[src/rtl/uart_operand_pkg.sv]
// Shared types and constants for the UART operand port: controller and
// receiver state encodings, frame layout and baud divider helpers.
package uart_operand_pkg;

  typedef enum logic [1:0] {
    COLLECT = 2'd0,
    READY   = 2'd1,
    SEND    = 2'd2
  } state_e;

  typedef enum logic [2:0] {
    RX_IDLE,
    RX_START,
    RX_DATA,
    RX_STOP,
    RX_BREAK
  } rx_state_e;

  localparam int unsigned FRAME_BITS = 10;
  localparam int unsigned DATA_BITS  = 8;

  function automatic int unsigned calc_sample_div(input int unsigned clk_hz,
                                                  input int unsigned baud,
                                                  input int unsigned ratio);
    return clk_hz / baud / ratio;
  endfunction

  function automatic int unsigned calc_bit_div(input int unsigned clk_hz,
                                               input int unsigned baud,
                                               input int unsigned ratio);
    return calc_sample_div(clk_hz, baud, ratio) * ratio;
  endfunction

endpackage

[src/rtl/uart_operand_port_rx_byte.sv]
// Oversampling UART byte receiver: 2-flop synchroniser, mid-bit start
// qualification, LSB-first data capture and stop-bit framing check.
module uart_rx_byte
  import uart_operand_pkg::*;
#(
  parameter int unsigned SAMPLE_DIV   = 651,
  parameter int unsigned SAMPLE_RATIO = 16
) (
  input  logic       clk,
  input  logic       reset_n,
  input  logic       din,
  output logic       byte_valid,
  output logic [7:0] rx_byte,
  output logic       frame_err
);

  rx_state_e   state_q, state_d;
  logic        sync1_q, sync2_q;
  logic [31:0] div_q, div_d;
  logic [7:0]  tick_q, tick_d;
  logic [2:0]  bit_q, bit_d;
  logic [7:0]  data_q, data_d;
  logic        valid_q, valid_d;
  logic        ferr_q, ferr_d;
  logic        tick;

  assign tick       = (div_q == 32'(SAMPLE_DIV - 1));
  assign byte_valid = valid_q;
  assign rx_byte    = data_q;
  assign frame_err  = ferr_q;

  always_comb begin
    state_d = state_q;
    div_d   = tick ? '0 : div_q + 32'd1;
    tick_d  = tick_q;
    bit_d   = bit_q;
    data_d  = data_q;
    valid_d = 1'b0;
    ferr_d  = 1'b0;
    unique case (state_q)
      RX_IDLE: begin
        div_d  = '0;
        tick_d = '0;
        bit_d  = '0;
        if (!sync2_q) state_d = RX_START;
      end
      RX_START: begin
        if (tick) begin
          if (sync2_q) begin
            state_d = RX_IDLE;
          end else if (tick_q == 8'(SAMPLE_RATIO / 2 - 1)) begin
            tick_d  = '0;
            state_d = RX_DATA;
          end else begin
            tick_d = tick_q + 8'd1;
          end
        end
      end
      RX_DATA: begin
        if (tick) begin
          if (tick_q == 8'(SAMPLE_RATIO - 1)) begin
            tick_d = '0;
            data_d = {sync2_q, data_q[7:1]};
            bit_d  = bit_q + 3'd1;
            if (bit_q == 3'(DATA_BITS - 1)) state_d = RX_STOP;
          end else begin
            tick_d = tick_q + 8'd1;
          end
        end
      end
      RX_STOP: begin
        if (tick) begin
          if (tick_q == 8'(SAMPLE_RATIO - 1)) begin
            tick_d = '0;
            if (sync2_q) begin
              valid_d = 1'b1;
              state_d = RX_IDLE;
            end else begin
              ferr_d  = 1'b1;
              state_d = RX_BREAK;
            end
          end else begin
            tick_d = tick_q + 8'd1;
          end
        end
      end
      // A low stop bit means the line may still be low; wait for idle before re-arming.
      RX_BREAK: begin
        div_d = '0;
        if (sync2_q) state_d = RX_IDLE;
      end
      default: state_d = RX_IDLE;
    endcase
  end

  always_ff @(posedge clk or negedge reset_n) begin
    if (!reset_n) begin
      state_q <= RX_IDLE;
      sync1_q <= 1'b1;
      sync2_q <= 1'b1;
      div_q   <= '0;
      tick_q  <= '0;
      bit_q   <= '0;
      data_q  <= '0;
      valid_q <= 1'b0;
      ferr_q  <= 1'b0;
    end else begin
      state_q <= state_d;
      sync1_q <= din;
      sync2_q <= sync1_q;
      div_q   <= div_d;
      tick_q  <= tick_d;
      bit_q   <= bit_d;
      data_q  <= data_d;
      valid_q <= valid_d;
      ferr_q  <= ferr_d;
    end
  end

endmodule

[src/rtl/uart_operand_port.sv]
// UART operand port: collects an operand set from received bytes, then
// transmits a result back as back-to-back frames on request.
module uart_operand_port
  import uart_operand_pkg::*;
#(
  parameter int unsigned CLK_FREQUENCY = 100_000_000,
  parameter int unsigned BAUD_RATE     = 9600,
  parameter int unsigned SAMPLE_RATIO  = 16,
  parameter int unsigned OPERAND_WIDTH = 16,
  parameter int unsigned OPERAND_COUNT = 2,
  parameter int unsigned RESULT_WIDTH  = 16,
  parameter int unsigned TIMEOUT_BITS  = 32
) (
  input  logic                                   clk,
  input  logic                                   reset_n,
  input  logic                                   din,
  output logic                                   dout,
  output logic [OPERAND_COUNT*OPERAND_WIDTH-1:0] operands,
  output logic                                   ready,
  input  logic [RESULT_WIDTH-1:0]                result,
  input  logic                                   tx_en,
  output logic                                   busy,
  output logic                                   frame_err,
  output logic                                   timeout_err
);

  localparam int unsigned SAMPLE_DIV = calc_sample_div(CLK_FREQUENCY, BAUD_RATE, SAMPLE_RATIO);
  localparam int unsigned BIT_DIV    = calc_bit_div(CLK_FREQUENCY, BAUD_RATE, SAMPLE_RATIO);
  localparam int unsigned OP_W       = OPERAND_COUNT * OPERAND_WIDTH;
  localparam int unsigned N_BYTES    = OP_W / 8;
  localparam int unsigned TX_BYTES   = RESULT_WIDTH / 8;
  localparam int unsigned TO_LIMIT   = TIMEOUT_BITS * BIT_DIV;

  state_e                  state_q, state_d;
  logic [3:0]              idx_q, idx_d;
  logic [OP_W-1:0]         shadow_q, shadow_d, shadow_ins;
  logic [OP_W-1:0]         operands_q, operands_d;
  logic [31:0]             to_cnt_q, to_cnt_d;
  logic                    to_err_q, to_err_d;
  logic [RESULT_WIDTH-1:0] tx_shift_q, tx_shift_d;
  logic [31:0]             bit_cnt_q, bit_cnt_d;
  logic [3:0]              bit_idx_q, bit_idx_d;
  logic [1:0]              tx_byte_q, tx_byte_d;
  logic [FRAME_BITS-1:0]   tx_frame;
  logic                    rx_valid, rx_ferr;
  logic [7:0]              rx_data;

  uart_rx_byte #(
    .SAMPLE_DIV  (SAMPLE_DIV),
    .SAMPLE_RATIO(SAMPLE_RATIO)
  ) u_rx (
    .clk       (clk),
    .reset_n   (reset_n),
    .din       (din),
    .byte_valid(rx_valid),
    .rx_byte   (rx_data),
    .frame_err (rx_ferr)
  );

  assign tx_frame    = {1'b1, tx_shift_q[7:0], 1'b0};
  assign dout        = (state_q == SEND) ? tx_frame[bit_idx_q] : 1'b1;
  assign operands    = operands_q;
  assign ready       = (state_q == READY);
  assign busy        = (state_q == SEND);
  assign frame_err   = rx_ferr;
  assign timeout_err = to_err_q;

  always_comb begin
    shadow_ins = shadow_q;
    for (int unsigned i = 0; i < N_BYTES; i++) begin
      if (idx_q == 4'(i)) shadow_ins[i*8 +: 8] = rx_data;
    end
  end

  always_comb begin
    state_d    = state_q;
    idx_d      = idx_q;
    shadow_d   = shadow_q;
    operands_d = operands_q;
    to_cnt_d   = to_cnt_q;
    to_err_d   = 1'b0;
    tx_shift_d = tx_shift_q;
    bit_cnt_d  = bit_cnt_q;
    bit_idx_d  = bit_idx_q;
    tx_byte_d  = tx_byte_q;
    unique case (state_q)
      // A good byte takes priority over a timeout expiring in the same cycle.
      COLLECT: begin
        if (rx_valid) begin
          to_cnt_d = '0;
          if (idx_q == 4'(N_BYTES - 1)) begin
            operands_d = shadow_ins;
            shadow_d   = '0;
            idx_d      = '0;
            state_d    = READY;
          end else begin
            shadow_d = shadow_ins;
            idx_d    = idx_q + 4'd1;
          end
        end else if (rx_ferr) begin
          shadow_d = '0;
          idx_d    = '0;
          to_cnt_d = '0;
        end else if (TIMEOUT_BITS != 0 && idx_q != '0) begin
          if (to_cnt_q == 32'(TO_LIMIT - 1)) begin
            to_err_d = 1'b1;
            shadow_d = '0;
            idx_d    = '0;
            to_cnt_d = '0;
          end else begin
            to_cnt_d = to_cnt_q + 32'd1;
          end
        end
      end
      READY: begin
        if (tx_en) begin
          tx_shift_d = result;
          bit_cnt_d  = '0;
          bit_idx_d  = '0;
          tx_byte_d  = '0;
          state_d    = SEND;
        end
      end
      SEND: begin
        if (bit_cnt_q == 32'(BIT_DIV - 1)) begin
          bit_cnt_d = '0;
          if (bit_idx_q == 4'(FRAME_BITS - 1)) begin
            bit_idx_d  = '0;
            tx_byte_d  = tx_byte_q + 2'd1;
            tx_shift_d = tx_shift_q >> 8;
            if (tx_byte_q == 2'(TX_BYTES - 1)) begin
              idx_d   = '0;
              state_d = COLLECT;
            end
          end else begin
            bit_idx_d = bit_idx_q + 4'd1;
          end
        end else begin
          bit_cnt_d = bit_cnt_q + 32'd1;
        end
      end
      default: state_d = COLLECT;
    endcase
  end

  always_ff @(posedge clk or negedge reset_n) begin
    if (!reset_n) begin
      state_q    <= COLLECT;
      idx_q      <= '0;
      shadow_q   <= '0;
      operands_q <= '0;
      to_cnt_q   <= '0;
      to_err_q   <= 1'b0;
      tx_shift_q <= '0;
      bit_cnt_q  <= '0;
      bit_idx_q  <= '0;
      tx_byte_q  <= '0;
    end else begin
      state_q    <= state_d;
      idx_q      <= idx_d;
      shadow_q   <= shadow_d;
      operands_q <= operands_d;
      to_cnt_q   <= to_cnt_d;
      to_err_q   <= to_err_d;
      tx_shift_q <= tx_shift_d;
      bit_cnt_q  <= bit_cnt_d;
      bit_idx_q  <= bit_idx_d;
      tx_byte_q  <= tx_byte_d;
    end
  end

endmodule

[config.mk]
export PLATFORM = sky130hd
export DESIGN_NAME = uart_operand_port
export DESIGN_NICKNAME = d
export VERILOG_FILES = /design/src/rtl/uart_operand_pkg.sv /design/src/rtl/uart_operand_port_rx_byte.sv /design/src/rtl/uart_operand_port.sv
export SDC_FILE = /design/constraint.sdc
export NUM_CORES = 1
export LEC_CHECK = 0
export CORE_MARGIN = 8
export CORE_UTILIZATION = 50
export CTS_CLUSTER_SIZE = 12
export DETAILED_ROUTE_END_ITERATION = 16
export PLACE_DENSITY = 0.68
export SLEW_MARGIN = 40
export SYNTH_ARGS = -nofsm -noshare
export SYNTH_HDL_FRONTEND = slang
export SYNTH_SLANG_ARGS = --single-unit
[constraint.sdc]
create_clock -name clk -period 2.5 [get_ports clk]
set_input_delay 0.5 -clock clk [delete_from_list [all_inputs] [get_ports clk]]
set_output_delay 0.5 -clock clk [all_outputs]
set_load 0.05 [all_outputs]
# Yosys cells after proc, flatten, opt, wreduce, memory -nomap -nowiden
# Cells that the tools add are included.
# word_totals
in_bits,20
word_cells,171
reg_bits,215
output_inout_bits,37
# op_classes
mux,83
order_cmp,1
n_eq_ne,36
add_sub_neg,8
reduce_logical,24
# ops
cell,n
2-to-1 mux 32 bit,13
"adder 32 x 1 -> 32 bit, second input constant",3
2-to-1 mux 8 bit,9
one-hot mux 32 bit (2 select lines),1
2-to-1 mux 16 bit,3
2-to-1 mux 4 bit,11
2-to-1 mux 3 bit,13
"equality test 32 x 10 -> 1 bit, second input constant",1
"equality test 32 x 14 -> 1 bit, second input constant",1
"equality test 32 x 19 -> 1 bit, second input constant",1
one-hot mux 16 bit (2 select lines),1
"!= test 2 x 1 -> 1 bit, second input constant",13
one-hot mux 8 bit (3 select lines),1
2-to-1 mux 2 bit,9
one-hot mux 4 bit (2 select lines),2
2-to-1 mux 1 bit,15
one-hot mux 3 bit (5 select lines),1
AND reduction 3 bit,5
AND reduction 6 bit,2
AND reduction 9 bit,1
nonzero test 3 bit,3
"adder 4 x 1 -> 4 bit, second input constant",2
"adder 8 x 1 -> 8 bit, second input constant",1
"equality test 4 x 2 -> 1 bit, second input constant",2
27 further kinds,38

# Longest topological paths before layout
# logic_depth
word_depth,6
ltp_mapped,9
ltp_nobuf,7

# Cells and area by module
# From an unflattened synthesis, not the netlist that was laid out.
# unflattened
cells_unflattened,1050
hier_area_um2,10570.1
# by_module_without_submodules
mod,cells_each,area_each_um2,n_inst,seq_area_each_um2
uart_operand_port,756,7452.1,1,3728.6
uart_rx_byte,294,3118.0,1,1453.9

# Worst setup path after synthesis
# OpenSTA, ideal clock, no wires.
# synth_timing
path_kind,register to output
from,register state_q[0]
to,output port dout
path_slack_ps,-59
required_ps,2000
n_path_buf,1
arrival_ps,2059
stages_incl_launch_ff,5
path_cell_list,dfrtp_1 > nand2b_1 > inv_1 > clkbuf_1 > o221ai_1
# synth_between
elab_chain_cells,2
# synth_rtl
element,line_no,text
from (decl),uart_operand_port.sv:34,"state_e state_q, state_d;"
from (signal assigned),uart_operand_port.sv:159,state_q <= state_d;
equality test 2 bit,n/a,
named net busy,uart_operand_port.sv:22,"output logic busy,"
2-to-1 mux 1 bit,uart_operand_port.sv:61,assign dout = (state_q == SEND) ? tx_frame[bit_idx_q] : 1'b1;
to (decl),uart_operand_port.sv:17,"output logic dout,"
# The timed path passes the listed nets, and every way through them passes these cells.

# Worst setup path after layout
# layout_timing
from,register bit_idx_q[0]
to,output port dout
# layout_between
elab_chain_cells,3
# layout_rtl
element,line_no,text
from (decl),uart_operand_port.sv:42,"logic [3:0] bit_idx_q, bit_idx_d;"
from (signal assigned),uart_operand_port.sv:167,bit_idx_q <= bit_idx_d;
binary-select mux 1 bit (select 4 bit),uart_operand_port.sv:61,
2-to-1 mux 1 bit (implied by the code),uart_operand_port.sv:61,
2-to-1 mux 1 bit,uart_operand_port.sv:61,
# Every way passes these cells. The select of a mux whose other input is x is not followed.

==> impl_results.md <==
- Synth area leader: dfrtp_1
- Hold Crit Start: u_rx.sync1_q
- WL final: 23760 um
- Status: complete, no violations
- Clock Tree Buf Depth: 3
- Die area: approximately 26000 um^2
- H-tree levels: 1
- Synth async-reset ratio: 100.0%
- Top_reg_cell synth: dfrtp_1
- Final nets: 1165
- CP Class: reg2out
- Worst hold margin: between 0.3 and 0.4 ns
- Clk slew on worst S/H paths: ~0.060 ns
- FMAX: approximately 410 MHz
- #FFs+latches synth: 207
- Total Routing Usage GR: 18.35%
- Max IR drop VDD: approximately 0.00047 V
- Critical Path Source: bit_idx_q[0]
- Vert. Die Dim: about 160 um
- CTS tree: done
- Slew Limit Fails: 0
- Initial antenna violation count: 0
- P_leak: between 5 and 6 nW
- # Max-Cap Violations: 0
- Drc violations: 0
- HPWL after DPL: 15800 um
- Root Driver: clkbuf_16
- Port bufs: 56
- # IOs: 57
- Final Hold Viols: 0
- Worst Setup End Kind: output pin
- Worst-margin pin slew: 0.6763 ns
- Starting Density: 50.57%
- Drt pass-1 iters: 5
- Synth area leaders: dfrtp_1 (49%), nand2_1 (3.6%), mux2i_1 (3.5%)
- Layout cells sized above 1: around 15%
- Required @ worst endpoint: 2.00 ns
- Vias: 8233
- Final worst path period share: 97.19%
- Ratio of total power to cell area: around 560 nW/um^2
- Minimum clock period: about 2.4 ns
- Synth top area share: just under 50%
- Die W: around 160 um
- CP arrival: 1.93 ns
- Vias per inst: between 5 and 6
- TritonCTS Sinks: just over 200
- DP Cell Count: around 1400
- Cell variety after synth: 74
- Cell count after synthesis: 1046
- Final worst clock skew: around 0.014 ns
- Yosys warnings: 0
- Post-route antenna net violation count: 0
- Initial DRC Count: 596
- Sequential share of the synthesized area: between 40% and 50%
- Worst-path fanout max: 6
- First-pass GRT wire length: approximately 40000 um
- Core box area: between 20000 and 25000 um^2
- Hold crit path type: reg2reg
- RSZ-0062 raised after global routing: true
- Number of fill cells: 1771
- Drt wl/cell: 16.71 um
- R2R Path Start: idx_q[0]
- Multi-input logic area: approximately 5100 um^2
- Register Area: approximately 5200 um^2
- Clock Latency Late Sink: 0.52 ns
- Netlist Area Pre-Place: around 11000 um^2
- Syn avg cell area: 10.10 um^2
- Number of synthesized flops with an enable pin: 0
- Power Total: approximately 7.0 mW
- Setup violations, final: 0
- Grt total ovfl: 0
- Post-synth net total: around 1100
- Max-slew headroom: a little over half
- Startpoint types: flop
- Fin cells: 1422
- Row Count: 53
- CTS Buf Count: 24
- Placed inst area: 11750 um^2
- Setup TNS: 0 ns
- Diode count: 0
- Fin area: 12620 um^2
- Largest net degree at the start of global routing: slightly below 60
- Vias in the first global route: between 8000 and 9000
- GPL Wtd Cong: around 0.85
- Synthesis-to-finish area growth: 19.45%
==> where the power goes <==
group	total (mW)	switching, mW	internal [mW]
clock	3.54	1.37	2.17
sequential	3.36	0.00213	3.35
combinational	0.118	0.0757	0.0422
total	7.01	1.44	5.57
==> sequential cells by signal, summed over array words and instances (netlist names), 2 cells and up <==
| name | count |
|---|---|
| state_q | 2 |
| u_rx.div_q | 32 |
| bit_cnt_q | 32 |
| shadow_q | 24 |
| to_cnt_q | 32 |
| u_rx.state_q | 3 |
| bit_idx_q | 4 |
| u_rx.bit_q | 3 |
| u_rx.rx_byte | 8 |
| u_rx.tick_q | 8 |
| tx_byte_q | 2 |
| operands | 32 |
| tx_shift_q | 16 |
| idx_q | 4 |
==> metal layers <==
layer	global-route usage [%]	part of all wire, %
met2	28.51	45
met4	4.419	1.6
met5	0	0
met3	2.876	4.1
met1	26.48	49
==> path summary, 6_finish.rpt <==
kind / endpoint / slack, ns / cells past startpoint
max in group asynchronous: u_rx.sync1_q / 1.28 / 3
worst min register to register: u_rx.sync2_q / 0.37 / 0
min in group asynchronous: bit_cnt_q[15] / 0.52 / 2
worst max-delay path: dout / 0.07 / 4
worst min-delay path: u_rx.sync2_q / 0.37 / 0
worst max register to register: shadow_q[15] / 0.12 / 7
==> worst max-delay path: stages, from the launching register on <==
cell	delay [ns]
dfrtp_2	0.42
mux4_2	0.52
a21oi_2	0.16
o221ai_2	0.14
buf_12	0.17
==> synthesized netlist by cell type, types with 14 or more instances <==
cell      count
and3_1       24
nor3_1       17
mux2i_1      37
o21ai_0      55
dfrtp_1     205
xor2_1       42
nand2_1     100
nand4_1      41
nand3_1      55
ha_1         14
a21oi_1      32
xnor2_1      16
clkbuf_1     35
nor4_1       18
inv_1        21
a22o_1       42
mux2_2       28
a31oi_1      17
nor2_1       85
==> area by class of cell <==
cell class	count	area share [%]
Clock buffer	36	5.672
Multi-Input combinational cell	761	40.46
Inverter	21	0.6247
Tap cell	275	2.727
Timing Repair Buffer	116	8.706
Clock inverter	6	0.7238
Sequential cell	207	41.09
==> timing repair <==
item,4_1_cts,5_1_grt
buffers inserted,0,3
endpoints found under the setup margin,2,25
hold endpoints to repair,48,0
hold buffers,1,0
resized for setup,3,5
pin swaps,2,0
==> metrics by stage <==
| stage | worst slack, ns | utilization, % |
|---|---|---|
| after global placement | 0.02946 | 56.23 |
| after detailed placement | 0.09998 | 56.25 |
| after global routing | -0.003691 | 60.41 |
| after floorplan | 0.1694 | - |
| final | 0.07013 | 60.41 |
| after CTS | 0.01533 | 60.18 |
==> logic make-up (layout without fill, tap and decap cells) <==
| logic type | after synthesis | after routing | share of synthesized area (%) |
|---|---|---|---|
| AOI/OAI and AO/OA | 193 | 193 | 12.46 |
| xor gates and xnor gates | 58 | 58 | 4.809 |
| adders and majority gates | 14 | 14 | 1.658 |
| buffers and inverters | 78 | 179 | 3.115 |
| DFF | 207 | 207 | 49.06 |
| muxes | 66 | 66 | 6.704 |
| and+or+nand+nor | 430 | 430 | 22.20 |
==> layout by cell type, fill, tap and decap left out, types with 18 or more instances in the layout <==
master           Yosys  layout
dfrtp_1            205     203
nand2_1            100     100
nor2_1              85      85
o21ai_0             55      55
buf_4                3      54
nand3_1             55      52
clkdlybuf4s50_1      0      52
xor2_1              42      42
a22o_1              42      42
nand4_1             41      41
mux2i_1             37      37
a21oi_1             32      29
mux2_2              28      28
and3_1              24      24
clkbuf_16            0      24
inv_1               21      21
nor4_1              18      18
Note: power is estimated with default switching activity, not from simulation.
